===== config.mk =====
export PLATFORM = sky130hd
export DESIGN_NAME = ra_bist_sdr_march
export DESIGN_NICKNAME = d
export VERILOG_FILES = /design/src/rtl/ra_bist_sdr_march.sv
export SDC_FILE = /design/constraint.sdc
export NUM_CORES = 1
export LEC_CHECK = 0
export ABC_AREA = 1
export CAP_MARGIN = 25
export CORE_MARGIN = 2
export CORE_UTILIZATION = 46
export DETAILED_ROUTE_END_ITERATION = 7
export GPL_ROUTABILITY_DRIVEN = 0
export HOLD_SLACK_MARGIN = 0.03
export PLACE_DENSITY = 0.85
export SETUP_SLACK_MARGIN = 0.4
export SLEW_MARGIN = 10
export SYNTH_ARGS = -nofsm -noshare
export SYNTH_HDL_FRONTEND = slang
export SYNTH_SLANG_ARGS = --single-unit

===== constraint.sdc =====
create_clock -name clk -period 2.5 [get_ports clk]
set_input_delay 0.375 -clock clk [delete_from_list [all_inputs] [get_ports clk]]
set_output_delay 0.375 -clock clk [all_outputs]
set_load 0.05 [all_outputs]

===== src/rtl/ra_bist_sdr_march.sv =====
// March C- BIST sequencer and functional/BIST port mux for an SDR array with NRD read ports and one write port.
// Latency: mux is combinational; a march is 10*DEPTH RUN cycles, RD_LAT DRAIN cycles, then one DONE cycle.
// Backpressure: none; start is ignored while busy, abort returns to IDLE next cycle. Option: RA_BIST_FAIL_CNT_EN adds fail_cnt.
module ra_bist_sdr_march #(
    parameter int DW     = 32,
    parameter int AW     = 5,
    parameter int NRD    = 2,
    parameter int RD_LAT = 1
) (
    input  logic              clk,
    input  logic              reset,
    input  logic              bist_start,
    input  logic              bist_abort,
    input  logic [DW-1:0]     bist_pat,
    input  logic [NRD-1:0]    rd_enb_in,
    input  logic [NRD*AW-1:0] rd_adr_in,
    input  logic              wr_enb_in,
    input  logic [AW-1:0]     wr_adr_in,
    input  logic [DW-1:0]     wr_dat_in,
    input  logic [NRD*DW-1:0] rd_dat,
    output logic [NRD-1:0]    rd_enb_out,
    output logic [NRD*AW-1:0] rd_adr_out,
    output logic              wr_enb_out,
    output logic [AW-1:0]     wr_adr_out,
    output logic [DW-1:0]     wr_dat_out,
    output logic              busy,
    output logic              done,
    output logic              fail,
    output logic [AW-1:0]     fail_adr,
    output logic [2:0]        fail_elem,
    output logic [NRD-1:0]    fail_port
`ifdef RA_BIST_FAIL_CNT_EN
    ,
    output logic [15:0]       fail_cnt
`endif
);

    localparam int            CW      = $clog2(RD_LAT + 1);
    localparam logic [AW-1:0] ADR_MAX = {AW{1'b1}};

    typedef enum logic [1:0] {S_IDLE, S_RUN, S_DRAIN, S_DONE} state_t;

    state_t        state_q, state_d;
    logic [2:0]    elem_q, elem_d;
    logic [AW-1:0] addr_q, addr_d;
    logic          phase_q, phase_d;
    logic [CW-1:0] drain_q, drain_d;
    logic [DW-1:0] pat_q;

    logic          busy_w, start_go, abort_go, flush;
    logic          elem_down, elem_two_op, last_addr, op_done;
    logic          bist_rd, bist_wr;
    logic [DW-1:0] rd_exp, wr_word;

    assign busy_w   = (state_q == S_RUN) || (state_q == S_DRAIN);
    assign start_go = (state_q == S_IDLE) && bist_start;
    assign abort_go = busy_w && bist_abort;
    assign flush    = start_go || abort_go;

    // Element decode: M0 w0, M1 r0w1, M2 r1w0 (up); M3 r0w1, M4 r1w0, M5 r0 (down).
    // phase_q selects the read (0) or write (1) cycle of a two-op element.
    always_comb begin
        elem_down   = (elem_q >= 3'd3);
        elem_two_op = (elem_q != 3'd0) && (elem_q != 3'd5);
        last_addr   = elem_down ? (addr_q == '0) : (addr_q == ADR_MAX);
        bist_rd     = (state_q == S_RUN) && (elem_q != 3'd0) && !phase_q;
        bist_wr     = (state_q == S_RUN) && ((elem_q == 3'd0) || (elem_two_op && phase_q));
        op_done     = !elem_two_op || phase_q;
        rd_exp      = ((elem_q == 3'd2) || (elem_q == 3'd4)) ? ~pat_q : pat_q;
        wr_word     = ((elem_q == 3'd1) || (elem_q == 3'd3)) ? ~pat_q : pat_q;
    end

    always_comb begin
        state_d = state_q;
        elem_d  = elem_q;
        addr_d  = addr_q;
        phase_d = phase_q;
        drain_d = drain_q;
        unique case (state_q)
            S_IDLE: begin
                if (bist_start) begin
                    state_d = S_RUN;
                    elem_d  = 3'd0;
                    addr_d  = '0;
                    phase_d = 1'b0;
                end
            end
            S_RUN: begin
                if (bist_abort) begin
                    state_d = S_IDLE;
                end else if (!op_done) begin
                    phase_d = 1'b1;
                end else begin
                    phase_d = 1'b0;
                    if (!last_addr) begin
                        addr_d = elem_down ? (addr_q - AW'(1)) : (addr_q + AW'(1));
                    end else if (elem_q == 3'd5) begin
                        state_d = S_DRAIN;
                        drain_d = '0;
                    end else begin
                        // Next element starts at the bottom for M1/M2, at the top for M3..M5.
                        elem_d = elem_q + 3'd1;
                        addr_d = (elem_q >= 3'd2) ? ADR_MAX : '0;
                    end
                end
            end
            S_DRAIN: begin
                if (bist_abort) begin
                    state_d = S_IDLE;
                end else if (drain_q == CW'(RD_LAT - 1)) begin
                    state_d = S_DONE;
                end else begin
                    drain_d = drain_q + CW'(1);
                end
            end
            S_DONE:  state_d = S_IDLE;
            default: state_d = S_IDLE;
        endcase
    end

    always_ff @(posedge clk or negedge reset) begin
        if (!reset) begin
            state_q <= S_IDLE;
            elem_q  <= '0;
            addr_q  <= '0;
            phase_q <= 1'b0;
            drain_q <= '0;
            pat_q   <= '0;
        end else begin
            state_q <= state_d;
            elem_q  <= elem_d;
            addr_q  <= addr_d;
            phase_q <= phase_d;
            drain_q <= drain_d;
            if (start_go) begin
                pat_q <= bist_pat;
            end
        end
    end

    // Expected word and tag travel alongside the array read so they line up with rd_dat.
    logic          pipe_vld  [RD_LAT];
    logic [DW-1:0] pipe_exp  [RD_LAT];
    logic [2:0]    pipe_elem [RD_LAT];
    logic [AW-1:0] pipe_adr  [RD_LAT];

    always_ff @(posedge clk or negedge reset) begin
        if (!reset) begin
            for (int i = 0; i < RD_LAT; i++) begin
                pipe_vld[i]  <= 1'b0;
                pipe_exp[i]  <= '0;
                pipe_elem[i] <= '0;
                pipe_adr[i]  <= '0;
            end
        end else begin
            pipe_vld[0]  <= !flush && bist_rd;
            pipe_exp[0]  <= rd_exp;
            pipe_elem[0] <= elem_q;
            pipe_adr[0]  <= addr_q;
            for (int i = 1; i < RD_LAT; i++) begin
                pipe_vld[i]  <= !flush && pipe_vld[i-1];
                pipe_exp[i]  <= pipe_exp[i-1];
                pipe_elem[i] <= pipe_elem[i-1];
                pipe_adr[i]  <= pipe_adr[i-1];
            end
        end
    end

    logic [NRD-1:0] miss;
    logic           any_miss;

    always_comb begin
        miss = '0;
        for (int p = 0; p < NRD; p++) begin
            miss[p] = pipe_vld[RD_LAT-1] && (rd_dat[p*DW +: DW] != pipe_exp[RD_LAT-1]);
        end
        any_miss = (|miss) && !abort_go;
    end

    always_ff @(posedge clk or negedge reset) begin
        if (!reset) begin
            done      <= 1'b0;
            fail      <= 1'b0;
            fail_adr  <= '0;
            fail_elem <= '0;
            fail_port <= '0;
        end else if (start_go) begin
            done      <= 1'b0;
            fail      <= 1'b0;
            fail_adr  <= '0;
            fail_elem <= '0;
            fail_port <= '0;
        end else begin
            if ((state_q == S_DRAIN) && (state_d == S_DONE)) begin
                done <= 1'b1;
            end
            if (any_miss) begin
                fail <= 1'b1;
                if (!fail) begin
                    fail_adr  <= pipe_adr[RD_LAT-1];
                    fail_elem <= pipe_elem[RD_LAT-1];
                    fail_port <= miss;
                end
            end
        end
    end

`ifdef RA_BIST_FAIL_CNT_EN
    always_ff @(posedge clk or negedge reset) begin
        if (!reset) begin
            fail_cnt <= '0;
        end else if (start_go) begin
            fail_cnt <= '0;
        end else if (any_miss && (fail_cnt != 16'hFFFF)) begin
            fail_cnt <= fail_cnt + 16'd1;
        end
    end
`endif

    always_comb begin
        if (busy_w) begin
            rd_enb_out = {NRD{bist_rd}};
            rd_adr_out = {NRD{addr_q}};
            wr_enb_out = bist_wr;
            wr_adr_out = addr_q;
            wr_dat_out = wr_word;
        end else begin
            rd_enb_out = rd_enb_in;
            rd_adr_out = rd_adr_in;
            wr_enb_out = wr_enb_in;
            wr_adr_out = wr_adr_in;
            wr_dat_out = wr_dat_in;
        end
    end

    assign busy = busy_w;

endmodule


=== Word level (Yosys, flattened, before mapping) ===
Cells that the tools add are included.

* Bits in registers: 97
* Output and inout bits: 63

* $add $sub $neg: 4
* Magnitude comparators: 2
* Equal/unequal tests: 22
* Mux-type cells: 54
* Bitwise operators: 1
* Reductions and logical operators: 36

{| class="wikitable"
|+ Operators by type and width
! operator !! number
|-
| 32-bit two-way mux || 3
|-
| 32-bit inequality test || 2
|-
| 5-bit two-way mux || 11
|-
| 32-bit inverter || 1
|-
| 3-bit two-way mux || 8
|-
| 2-bit two-way mux || 11
|-
| 1-bit two-way mux || 15
|-
| 1-bit logical AND || 12
|-
| 2-bit inequality test (second input constant) || 6
|-
| 6-bit AND reduction || 2
|-
| 10-bit two-way mux || 1
|-
| 5-bit case mux with 2 select lines || 1
|-
| 2-bit case mux with 4 select lines || 1
|-
| 2-bit nonzero test || 4
|-
| 2-bit == test (second input constant) || 3
|-
| 3-bit by 2-bit == test with 1-bit output (second input constant) || 2
|-
| 3-bit == test (second input constant) || 2
|-
| 3-bit by 2-bit greater-or-equal comparator with 1-bit output (second input constant) || 2
|-
| 1-bit logical OR || 6
|-
| 3-bit inequality test (second input constant) || 2
|-
| 3-bit case mux with 2 select lines || 1
|-
| 5-bit by 1-bit adder with 5-bit output (second input constant) || 1
|-
| 5-bit == test (second input constant) || 1
|-
| 5-bit logical NOT || 1
|-
| other kinds (15) || 20
|}

=== Logic depth before layout (Yosys ltp) ===
* Depth in word-level cells: 11
* Depth in mapped cells: 14
* Depth with buffers taken out: 14

=== Worst setup path before layout ===
Ideal clock, no wire load.

* Path type: reg-to-output
* Start point: register state_q[0]
* End point: output wr_dat_out[0]
* Arrival: 2.547 ns
* Slack: -0.422 ns
* Stages on the path, launching flop included: 6
* Cell sequence: dfrtp_1 inv_1 ha_1 clkbuf_1 inv_2 o21ai_0

* Longest elaborated chain between the ends: 3
* Elaborated cells on any way between the ends: 4

{| class="wikitable"
|+ Ends and longest elaborated chain
! element !! line !! RTL
|-
| start, declared || 43 || <nowiki>state_t state_q, state_d;</nowiki>
|-
| start signal, assigned || 130 || <nowiki>state_q <= state_d;</nowiki>
|-
| 2-bit by 1-bit == test with 1-bit output or 2-bit == test (tied branches) || 55 || <nowiki>assign busy_w = (state_q == S_RUN) || (state_q == S_DRAIN);</nowiki>
|-
| 1-bit logical OR (*) || 55 ||
|-
| named net busy || 26 || <nowiki>output logic busy,</nowiki>
|-
| 32-bit two-way mux (*) || 221 || <nowiki>if (busy_w) begin</nowiki>
|-
| end, declared || 25 || <nowiki>output logic [DW-1:0] wr_dat_out,</nowiki>
|}

The timed path passes the listed nets; every way through them passes the cells marked *.

=== Worst setup path after layout ===
* Start point: register elem_q[1]
* End point: register addr_q[4]

* Longest elaborated chain between the ends: 7
* Elaborated cells on any way between the ends: 19

{| class="wikitable"
|+ Ends and longest elaborated chain
! element !! line !! RTL
|-
| start, declared || 44 || <nowiki>logic [2:0] elem_q, elem_d;</nowiki>
|-
| start signal, assigned || 131 || <nowiki>elem_q <= elem_d;</nowiki>
|-
| 3-bit by 2-bit greater-or-equal comparator with 1-bit output || 103 || <nowiki>addr_d = (elem_q >= 3'd2) ? ADR_MAX : '0;</nowiki>
|-
| 5-bit two-way mux || 103 ||
|-
| 5-bit two-way mux || 97 || <nowiki>end else if (elem_q == 3'd5) begin</nowiki>
|-
| 5-bit two-way mux || 95 || <nowiki>if (!last_addr) begin</nowiki>
|-
| 5-bit two-way mux || 91 || <nowiki>end else if (!op_done) begin</nowiki>
|-
| 5-bit two-way mux || 89 || <nowiki>if (bist_abort) begin</nowiki>
|-
| 5-bit case mux with 2 select lines || 79 || <nowiki>unique case (state_q)</nowiki>
|-
| end signal, assigned || 132 || <nowiki>addr_q <= addr_d;</nowiki>
|-
| end, declared || 45 || <nowiki>logic [AW-1:0] addr_q, addr_d;</nowiki>
|}

Parallel ways exist; a longest one is shown, timed or not. The select of a mux whose other input is x is not followed.
A chain may end at the register's enable or synchronous reset.

==> flow_metrics.tcl <==
set metrics [dict create \
    maxSlewHeadroom_pct 56.5 \
    cp_max_fo 5 \
    rsz0062_at_grt "true" \
    post_dp_cell_area_um2 9100 \
    clk_latency_ns 0.35 \
    drive_gt1_share_pct 25.6 \
    grt_first_pass_wirelength_mm 30.1 \
    synth_area_leader_cell "dfrtp_1" \
    fp.dieH_um 117 \
    cp.arrival_ns 2.88 \
    hold_buffers 0 \
    syn_nets 916 \
    synth_area_um2 5850 \
    dr.pass1.iters 8 \
    cp-start-kind "register" \
    grt_usage_pct 29.2 \
    synth_edf_count 0 \
    violations "setup timing" \
    reg2reg_from "elem_q[1]" \
    crit_type "register to register" \
    status "finished with violations" \
    clockBufferDepth 2 \
    async_reset_ff_share_pct 100 \
    max-vdd-ir-drop_v 0.00126 \
    ys_warn_count 0 \
    synth_top_area_share_pct 41.1 \
    yosysSeqAreaShare_pct 41.1 \
    crit_slowest_cell "dfrtp_2" \
    route.detailed.wl_per_inst_um 18.7 \
    yosys_register_bits 96 \
    cts-htree-levels 3 \
    antenna_left 0 \
    crit_required_ns 2.75 \
    cpLargestDelayFamily "adder cells" \
    crit_chain "ha_4, ha_4, buf_4, buf_4, inv_2, nand3_4, fa_2, nand2_1, inv_2, o21ai_1, nand2_1, a21oi_2, nand3b_1, nand4_1, o21ai_1" \
    fmax_mhz 380 \
    drt-total-wl_mm 21.9 \
    maxCapViolations 0 \
    pin_count 213 \
    setup_tns_ns -0.647 \
    final_hold_viol_count 0 \
    setup_viol 21 \
    crit_buf_inv 4 \
    core_area_um2 12500 \
    timing.final.crit_period_ns 2.63 \
    critical_path_depth 15 \
    synth_flop_cell "dfrtp_1" \
    report.final.slew_viol_count 0 \
    tightest_slew_ns 0.652 \
    antenna_found_initial 0 \
    syn-mean-instance-area_um2 7.76 \
    cts_sinks 96 \
    worst_slack_ns -0.131 \
    grt_pass1_vias 5917 \
    vias_per_cell 5.22 \
    final_area_um2 10600 \
    power.density_nw_per_um2 1680 \
    start_util_pct 46.7 \
    reg2reg_slack_ns -0.13 \
    fin_nets 1154 \
    portBuffers 212 \
    dp_hpwl_mm 13.0 \
    n_fill_cell 655 \
    clk_pin_slew_ns 0.07 \
    crit_start "elem_q[1]" \
    post-route-period-util_pct 105 \
    skew_ns 0.0104 \
    power.leakage_nw 4.85 \
    cts-root-buf "clkbuf_16" \
    remaining_drc_errors 0 \
    first_iter_violations 394 \
    area_growth_syn_to_layout_pct 80.9 \
    hold_class "input port to async pin" \
    syn_inst 754 \
    cts_tree "done" \
    grt_max_degree 51 \
    via_count 6103 \
    synthTopCellsByArea "dfrtp_1 41%, nand2_1 20%, xor2_1 9.6%" \
    cts_buffers 9 \
    die_w_um 117 \
    synth_cell_types 36 \
    crit_end "addr_q[4]" \
    rows 41 \
    endpoint_kind "register" \
    rr_endpoint "addr_q[4]" \
    grt.overflow.total 0 \
    dieArea_um2 13600 \
    cpPeakStageDelay_ns 0.46 \
    r2r_cells 15 \
]
-- cells in the final DEF, fill, tap and decap left out, types with 4 or more instances in the layout --
| master | synthesis | final |
|---|---|---|
| buf_12 | 0 | 56 |
| nand4_1 | 9 | 9 |
| nand2_1 | 318 | 288 |
| xor2_2 | 0 | 7 |
| inv_1 | 51 | 45 |
| buf_4 | 6 | 19 |
| clkbuf_16 | 0 | 12 |
| ha_4 | 0 | 6 |
| nand3_2 | 3 | 4 |
| o21ai_4 | 1 | 31 |
| ha_1 | 11 | 4 |
| nand3_1 | 15 | 13 |
| xnor2_1 | 43 | 43 |
| inv_2 | 7 | 11 |
| nand2_4 | 3 | 7 |
| dfrtp_1 | 96 | 95 |
| o21ai_1 | 37 | 9 |
| xor2_4 | 0 | 25 |
| buf_6 | 3 | 7 |
| nor2_1 | 29 | 29 |
| xor2_1 | 64 | 32 |
| nand2_2 | 6 | 33 |
| buf_16 | 0 | 5 |
| clkdlybuf4s50_1 | 0 | 160 |
| a21oi_1 | 9 | 7 |
-- synth_stat cells, types with 3 or more instances --
library cell	number
inv_2	7
o21ai_1	37
nand3_2	3
xnor2_1	43
clkbuf_1	17
nand3_1	15
xor2_1	64
inv_1	51
a21oi_1	9
nand2_1	318
buf_4	6
nand4_1	9
nand2_4	3
o21ai_0	7
nor2_1	29
buf_6	3
nand2_2	6
ha_1	11
dfrtp_1	96
-- where the power goes --
group          switching (W)  internal, W
registers            0.00101      0.00226
logic                0.00699      0.00589
clock network       0.000626      0.00101
total                0.00862      0.00916
-- worst reg2reg max path: stages, from the launching register on --
cell      delay, ns
dfrtp_2        0.46
ha_4           0.19
ha_4           0.16
buf_4          0.13
buf_4          0.13
inv_2          0.06
nand3_4        0.12
fa_2           0.41
nand2_1        0.08
inv_2          0.04
o21ai_1        0.13
nand2_1        0.12
a21oi_2        0.13
nand3b_1       0.13
nand4_1        0.08
o21ai_1        0.16
-- cell type report --
cell class	instances	area, um^2	share of cell area [%]
antenna	1	2.50	0.0237
clock buffer	10	239	2.26
clock inverter	6	113	1.06
inverter	62	258	2.44
multi-input combinational	571	4150	39.3
sequential	96	2400	22.7
tap	172	215	2.03
timing repair buffer	252	3190	30.2
-- registers in the layout (all words and copies together), names as in the netlist --
signal / flops
pat_q: 32
phase_q: 1
fail_port: 2
elem_q: 3
done: 1
pipe_adr: 5
pipe_exp: 32
fail_elem: 3
fail_adr: 5
addr_q: 5
pipe_vld: 1
pipe_elem: 3
fail: 1
state_q: 2
-- metal layers --
layer  global-route usage, %  up-vias  part of all wire, %
met4                    11.8        0                  3.8
met3                    7.63       60                  7.9
met5                       0        -                    0
met2                    52.1      325                   52
met1                    33.4     2949                   36
li1                        -     2769                    -
-- how the worst min path moves through the flow --
| stage | start | end | slack (ns) | cells past startpoint |
|---|---|---|---|---|
| global placement | elem_q[0] | pipe_elem[0] | 0.43 | 0 |
| CTS | reset | addr_q[4] | 0.08 | 1 |
| detailed placement | reset | pat_q[14] | 0.43 | 1 |
| global route | reset | fail | 0.10 | 1 |
| finish | reset | fail | 0.06 | 1 |
| floorplan | reset | addr_q[0] | 0.08 | 0 |
-- kinds of logic (layout without fill, tap and decap cells) --
kind of cell,after synthesis,in the layout,share of synthesized area [%]
AND/OR/NAND/NOR,390,391,27.5
flip-flops,96,96,41.1
adder cells (fa/ha/maj),12,12,2.70
buffers and inverters,88,330,6.59
AO/OA/AOI/OAI,61,61,6.14
XOR/XNOR,107,107,16.0
other,0,1,0
-- stage by stage --
step                      hold WS, ns  total power, W  util, %  cells  setup slack, ns
final                          0.0552          0.0178     84.5   1170           -0.131
after global routing            0.101          0.0186     84.5   1169           -0.182
after CTS                      0.0782          0.0166     81.0   1154           0.0154
after detailed placement        0.434          0.0136     72.7   1123            0.222
after global placement          0.430          0.0134     72.7   1123            0.321
after floorplan                0.0794         0.00952        -    754            0.396
-- timing repair --
| action | in CTS | in global routing |
|---|---|---|
| pin swaps | 17 | 34 |
| setup endpoints to repair | 54 | 60 |
| setup buffers | 12 | 11 |
| resized for setup | 75 | 51 |
| cloned | 3 | 4 |
(Power assumes the default switching activity.)
